File: src/rtl/encoder4_2_pkg.sv
// Shared code constants and the decode result payload for the 4-to-2 encoder.
package encoder4_2_pkg;

  localparam int unsigned REQ_W  = 4;
  localparam int unsigned CODE_W = 2;

  localparam logic [CODE_W-1:0] CODE_Y3   = 2'b11;
  localparam logic [CODE_W-1:0] CODE_Y2   = 2'b10;
  localparam logic [CODE_W-1:0] CODE_Y1   = 2'b01;
  localparam logic [CODE_W-1:0] CODE_Y0   = 2'b00;
  localparam logic [CODE_W-1:0] CODE_NONE = 2'b00;

  // Decode result: index, legal-code flag, multi-hot flag.
  typedef struct packed {
    logic [CODE_W-1:0] code;
    logic              valid;
    logic              err;
  } enc_result_t;

  localparam enc_result_t RESULT_IDLE = '{code: CODE_NONE, valid: 1'b0, err: 1'b0};

endpackage : encoder4_2_pkg

File: src/rtl/encoder4_2_if.sv
// Request/code bundle between a requester and the encoder.
interface encoder4_2_if;

  logic en;
  logic Y3;
  logic Y2;
  logic Y1;
  logic Y0;
  logic A1;
  logic A0;
  logic valid;
  logic err;

  // Requester side: drives enable and request lines, observes the code.
  modport master (
    output en, Y3, Y2, Y1, Y0,
    input  A1, A0, valid, err
  );

  // Encoder side: samples requests, returns the registered code.
  modport slave (
    input  en, Y3, Y2, Y1, Y0,
    output A1, A0, valid, err
  );

endinterface : encoder4_2_if

File: src/rtl/encoder4_2_comb.sv
// Purely combinational 4-to-2 decode: strict one-hot or priority (Y3 highest).
module encoder4_2_comb
  import encoder4_2_pkg::*;
#(
  parameter bit PRIORITY_EN = 1'b0
) (
  input  logic             en,
  input  logic [REQ_W-1:0] req,
  output enc_result_t      result_c
);

  // Next-code decode; disabled or illegal patterns fall back to the idle result.
  always_comb begin
    result_c = RESULT_IDLE;
    if (en) begin
      if (PRIORITY_EN) begin
        casez (req)
          4'b1???: result_c = '{code: CODE_Y3, valid: 1'b1, err: 1'b0};
          4'b01??: result_c = '{code: CODE_Y2, valid: 1'b1, err: 1'b0};
          4'b001?: result_c = '{code: CODE_Y1, valid: 1'b1, err: 1'b0};
          4'b0001: result_c = '{code: CODE_Y0, valid: 1'b1, err: 1'b0};
          default: result_c = RESULT_IDLE;
        endcase
      end else begin
        case (req)
          4'b1000: result_c = '{code: CODE_Y3, valid: 1'b1, err: 1'b0};
          4'b0100: result_c = '{code: CODE_Y2, valid: 1'b1, err: 1'b0};
          4'b0010: result_c = '{code: CODE_Y1, valid: 1'b1, err: 1'b0};
          4'b0001: result_c = '{code: CODE_Y0, valid: 1'b1, err: 1'b0};
          4'b0000: result_c = RESULT_IDLE;
          default: result_c = '{code: CODE_NONE, valid: 1'b0, err: 1'b1};
        endcase
      end
    end
  end

endmodule : encoder4_2_comb

File: src/rtl/encoder4_2_behav_case.sv
// Registered 4-to-2 encoder with enable; one-cycle latency, synchronous reset.
module encoder4_2_behav_case
  import encoder4_2_pkg::*;
#(
  parameter bit PRIORITY_EN = 1'b0
) (
  input  logic          clk,
  input  logic          rst_n,
  encoder4_2_if.slave   bus
);

  logic [REQ_W-1:0] req;
  enc_result_t      next_c;
  enc_result_t      result_q;

  assign req = {bus.Y3, bus.Y2, bus.Y1, bus.Y0};

  encoder4_2_comb #(
    .PRIORITY_EN (PRIORITY_EN)
  ) u_comb (
    .en       (bus.en),
    .req      (req),
    .result_c (next_c)
  );

  // Output register; reset takes precedence over enable.
  always_ff @(posedge clk) begin
    if (!rst_n) begin
      result_q <= RESULT_IDLE;
    end else begin
      result_q <= next_c;
    end
  end

  assign bus.A1    = result_q.code[1];
  assign bus.A0    = result_q.code[0];
  assign bus.valid = result_q.valid;
  assign bus.err   = result_q.err;

endmodule : encoder4_2_behav_case

File: src/flat_wrapper.sv
// flat-port wrapper written by rule: the top's interface ports become plain ports
module encoder4_2_behav_case_flat import encoder4_2_pkg::*;
#(
  parameter bit PRIORITY_EN = 1'b0
)
  (clk, rst_n, bus_en, bus_Y3, bus_Y2, bus_Y1, bus_Y0, bus_A1, bus_A0, bus_valid, bus_err);
  encoder4_2_if bus_i ();
  input  logic clk;
  input  logic rst_n;
  input wire logic [$bits(bus_i.en)-1:0] bus_en;
  input wire logic [$bits(bus_i.Y3)-1:0] bus_Y3;
  input wire logic [$bits(bus_i.Y2)-1:0] bus_Y2;
  input wire logic [$bits(bus_i.Y1)-1:0] bus_Y1;
  input wire logic [$bits(bus_i.Y0)-1:0] bus_Y0;
  output wire logic [$bits(bus_i.A1)-1:0] bus_A1;
  output wire logic [$bits(bus_i.A0)-1:0] bus_A0;
  output wire logic [$bits(bus_i.valid)-1:0] bus_valid;
  output wire logic [$bits(bus_i.err)-1:0] bus_err;
  assign bus_i.en = bus_en;
  assign bus_i.Y3 = bus_Y3;
  assign bus_i.Y2 = bus_Y2;
  assign bus_i.Y1 = bus_Y1;
  assign bus_i.Y0 = bus_Y0;
  assign bus_A1 = bus_i.A1;
  assign bus_A0 = bus_i.A0;
  assign bus_valid = bus_i.valid;
  assign bus_err = bus_i.err;
  encoder4_2_behav_case #(.PRIORITY_EN(PRIORITY_EN)) u_core (.clk(clk), .rst_n(rst_n), .bus(bus_i));
endmodule
File: config.mk
export PLATFORM = sky130hd
export DESIGN_NAME = encoder4_2_behav_case_flat
export DESIGN_NICKNAME = d
export VERILOG_FILES = /design/src/rtl/encoder4_2_pkg.sv /design/src/rtl/encoder4_2_if.sv /design/src/rtl/encoder4_2_comb.sv /design/src/rtl/encoder4_2_behav_case.sv /design/src/flat_wrapper.sv
export SDC_FILE = /design/constraint.sdc
export NUM_CORES = 1
export LEC_CHECK = 0
export ABC_AREA = 1
export CAP_MARGIN = 40
export CORE_AREA = 4 4 41 43
export CTS_CLUSTER_SIZE = 14
export DETAILED_ROUTE_END_ITERATION = 10
export DIE_AREA = 0 0 45 47
export PLACE_DENSITY = 0.45
export SETUP_SLACK_MARGIN = 0.3
export SYNTH_ARGS = -nofsm -noshare
export SYNTH_HDL_FRONTEND = slang
export SYNTH_SLANG_ARGS = --single-unit
export TNS_END_PERCENT = 1
File: constraint.sdc
create_clock -name clk -period 0.8 [get_ports clk]
set_input_delay 0.08 -clock clk [delete_from_list [all_inputs] [get_ports clk]]
set_output_delay 0.08 -clock clk [all_outputs]
set_load 0.005 [all_outputs]
==> parameters.txt <==
Parameter                              Value

Status
  Outcome    finished clean

Worst setup path
  Crit path buffers/inverters    1
  CP max stage delay    290 ps
  Sort of element at the end of the critical path    output pin
  Cell breakdown of the critical path    buf_2
  Path length in cells of the critical path    1
  Crit path to    bus_A0
  Worst Setup Start Kind    flop
  Kind of cell adding the most delay to the critical path    flip-flops
  Classification of the worst setup path    reg2out
  Largest driver fanout on the critical path    1
  Worst setup startpoint    u_core.bus.A0$_SDFF_PN0_
  Crit path arrival time    630 ps
  Cell with the largest stage delay on the worst path    dfxtp_1
  Required time at the endpoint of the critical path    720 ps

Synth
  Commonest register cell after synthesis    dfxtp_1
  Area share of the largest cell type after synthesis    40.3%
  Post-Synth Simple-Gate Area    49.1%
  Share of synthesized area spent on multiplexers    0%
  Adder-cell area share of the yosys netlist    0%
  Synthesized-area fraction occupied by ao, oa, aoi and oai cells    5.03%
  Number of different library cells in the post-synthesis netlist    11
  Library cell with the highest instance count after synthesis    nor2_2
  XOR/XNOR Fraction of Synth Area    0%
  Net count after synthesis    31
  Mean Syn Cell Area    8.29 um^2
  YS warnings    0
  Leading area contributor after synthesis    dfxtp_1
  Combinational family with the most area after synthesis    simple AND/OR/NAND/NOR gates
  EDFF count, synth    0
  Area contributors post-synth    dfxtp_1, nor2_2, nand3_2, nand2_1, nor2_4
  Sequential element share of the synthesized area    40.3%
  Number of flip-flops and latches in the synthesized netlist    4
  Async set-or-reset flop fraction in the synthesized netlist    0%
  Most frequent cells after synthesis    nor2_2, dfxtp_1, nand2_1
  Post-Syn Area    199 um^2
  Gate Count Post-Synth    24

GRT
  First-pass GRT wire length    676 um
  Number of antenna violations at the first check in global routing    0
  Pin count of the biggest net entering global routing    5
  Global routing usage summed across all routing layers    4.98%
  Global route overflow    0
  Via count of the first global-routing pass    196

STA
  Shortest clock period the worst path allows after layout    711 ps
  Max transition margin    90.1%
  Count of pins over their slew limit    0
  Timing-limited maximum frequency    1.41 GHz
  Ratio of final minimum period to clock period    88.9%
  Slew of the pin with the lowest slew margin    148 ps
  RSZ-0062 raised after global routing    true
  Final number of setup-violating endpoints    0
  Endpoints failing hold    0

Layout
  Fraction of layout instances using a drive strength above 1    54.1%
  Layout Area Growth over Synthesis    61.0%
  Final std cells w/o fill    52
  Count of nets after finishing    46
  Fillers    156
  Area taken by flip-flops and latches    80.1 um^2
  Antenna diode count    0
  Multi-input combinational cell area    110 um^2
  Post-route cell area    320 um^2

Die
  Number of top-level design ports    11
  Rows    13
  Area of the core    1300 um^2
  Effective utilization at floorplan    15.3%
  Die boundary height    47 um
  Chip Width    45 um
  Full die area    2120 um^2

Clocking
  Number of clock sinks    4
  Buffers from clock root to sink, at most    2
  Clk pin slew, worst setup/hold paths    30 ps
  Root cell of the clock tree    clkbuf_4
  Clock buffers created by TritonCTS    3
  CTS Hold Buffers Added    0
  Number of buffers inserted to repair setup after CTS    0
  Htree depth    1
  CTS tree    built

Hold path
  Hold Crit Start    bus_Y0
  Min-Delay Path Class    in2reg

Flow run
  Maxcap violations    0

Detailed routing
  Detailed-router iteration count before antenna repair    1
  Iteration-0 DRC Markers    0
  Average routed wire per standard cell    7.29 um
  Remaining antenna violation count    0
  Per-cell via count in the routed design    3.54
  Remaining design rule violation count    0
  Via count    184
  Final routed wirelength across all metal layers    379 um

Pwr
  Leakage dissipation    0.146 nW
  Pwr dens    1660 nW/um^2
  Worst-case vdd ir drop    0.000323 V

Placed design
  Final GP Congestion    0.676
  Number of buffer cells added on primary ports    10
  Cell Area, Placed    320 um^2
  Placed cells    49
  HPWL after DPL    324 um
[sequential cells by signal, summed over array words and instances (netlist names)]
register / flops
u_core.bus.A1: 1
u_core.bus.A0: 1
u_core.bus.err: 1
u_core.bus.valid: 1
[final cells by class]
type	instances	share of cell area, %
Multi-Input combinational cell	17	34.4
Sequential cell	4	25.0
Timing Repair Buffer	10	23.4
Clock buffer	3	7.03
Tap cell	15	5.86
Inverter	3	4.30
[repair_timing]
item / in CTS / in global routing
pin swaps: 0 / 0
resized for setup: 20 / 1
setup endpoints to repair: 8 / 8
[metal layers]
metal / global-route usage (%) / wire length [um] / vias to the layer above
li1: - / - / 100
met1: 4.55 / 142 / 74
met2: 6.21 / 172 / 10
met3: 1.15 / 64 / 0
met4: 10.5 / 0 / 0
met5: 0 / 0 / -
[worst min path at each step]
stage,endpoint,slack (ps),depth (start not counted)
after floorplan,u_core.bus.A0$_SDFF_PN0_,260,2
after global placement,u_core.bus.valid$_SDFF_PN0_,740,3
after detailed placement,u_core.bus.valid$_SDFF_PN0_,740,3
after CTS,u_core.bus.A0$_SDFF_PN0_,330,4
after global routing,u_core.bus.A0$_SDFF_PN0_,360,4
final,u_core.bus.A0$_SDFF_PN0_,340,4
[logic make-up (layout without fill, tap and decap cells)]
| kind of cell | Yosys count | count (layout) |
|---|---|---|
| flops | 4 | 4 |
| compound gates | 2 | 2 |
| simple gates | 15 | 15 |
| buf+inv | 3 | 16 |
[power breakdown]
part	switching, W	internal (W)	leakage, nW
sequential	0.00000117	0.000207	0.0326
clock	0.0000721	0.000167	0.0138
combinational	0.0000427	0.0000399	0.100
[layout by cell type, fill, tap and decap left out]
cell,n
a21oi_1,2
buf_2,4
clkbuf_4,3
clkdlybuf4s50_1,2
dfxtp_1,4
dlygate4sd2_1,4
inv_1,1
inv_2,1
inv_4,1
nand2_1,2
nand2_2,2
nand3_2,2
nor2_1,2
nor2_2,5
nor2_4,1
nor3_2,1
[through the flow]
| step | hold WS [ps] | setup TNS [ps] | total power, W | setup WS [ps] | util, % |
|---|---|---|---|---|---|
| CTS | 332 | 0 | 0.000550 | 71.1 | 24.4 |
| global placement | 737 | -1300 | 0.000306 | -329 | 24.6 |
| detailed placement | 737 | -1350 | 0.000308 | -340 | 24.6 |
| finish | 339 | 0 | 0.000530 | 88.7 | 24.6 |
| floorplan | 259 | 0 | 0.000254 | 247 | - |
| global route | 362 | 0 | 0.000571 | 58.0 | 24.6 |
Power figures use the tool's default switching activity.
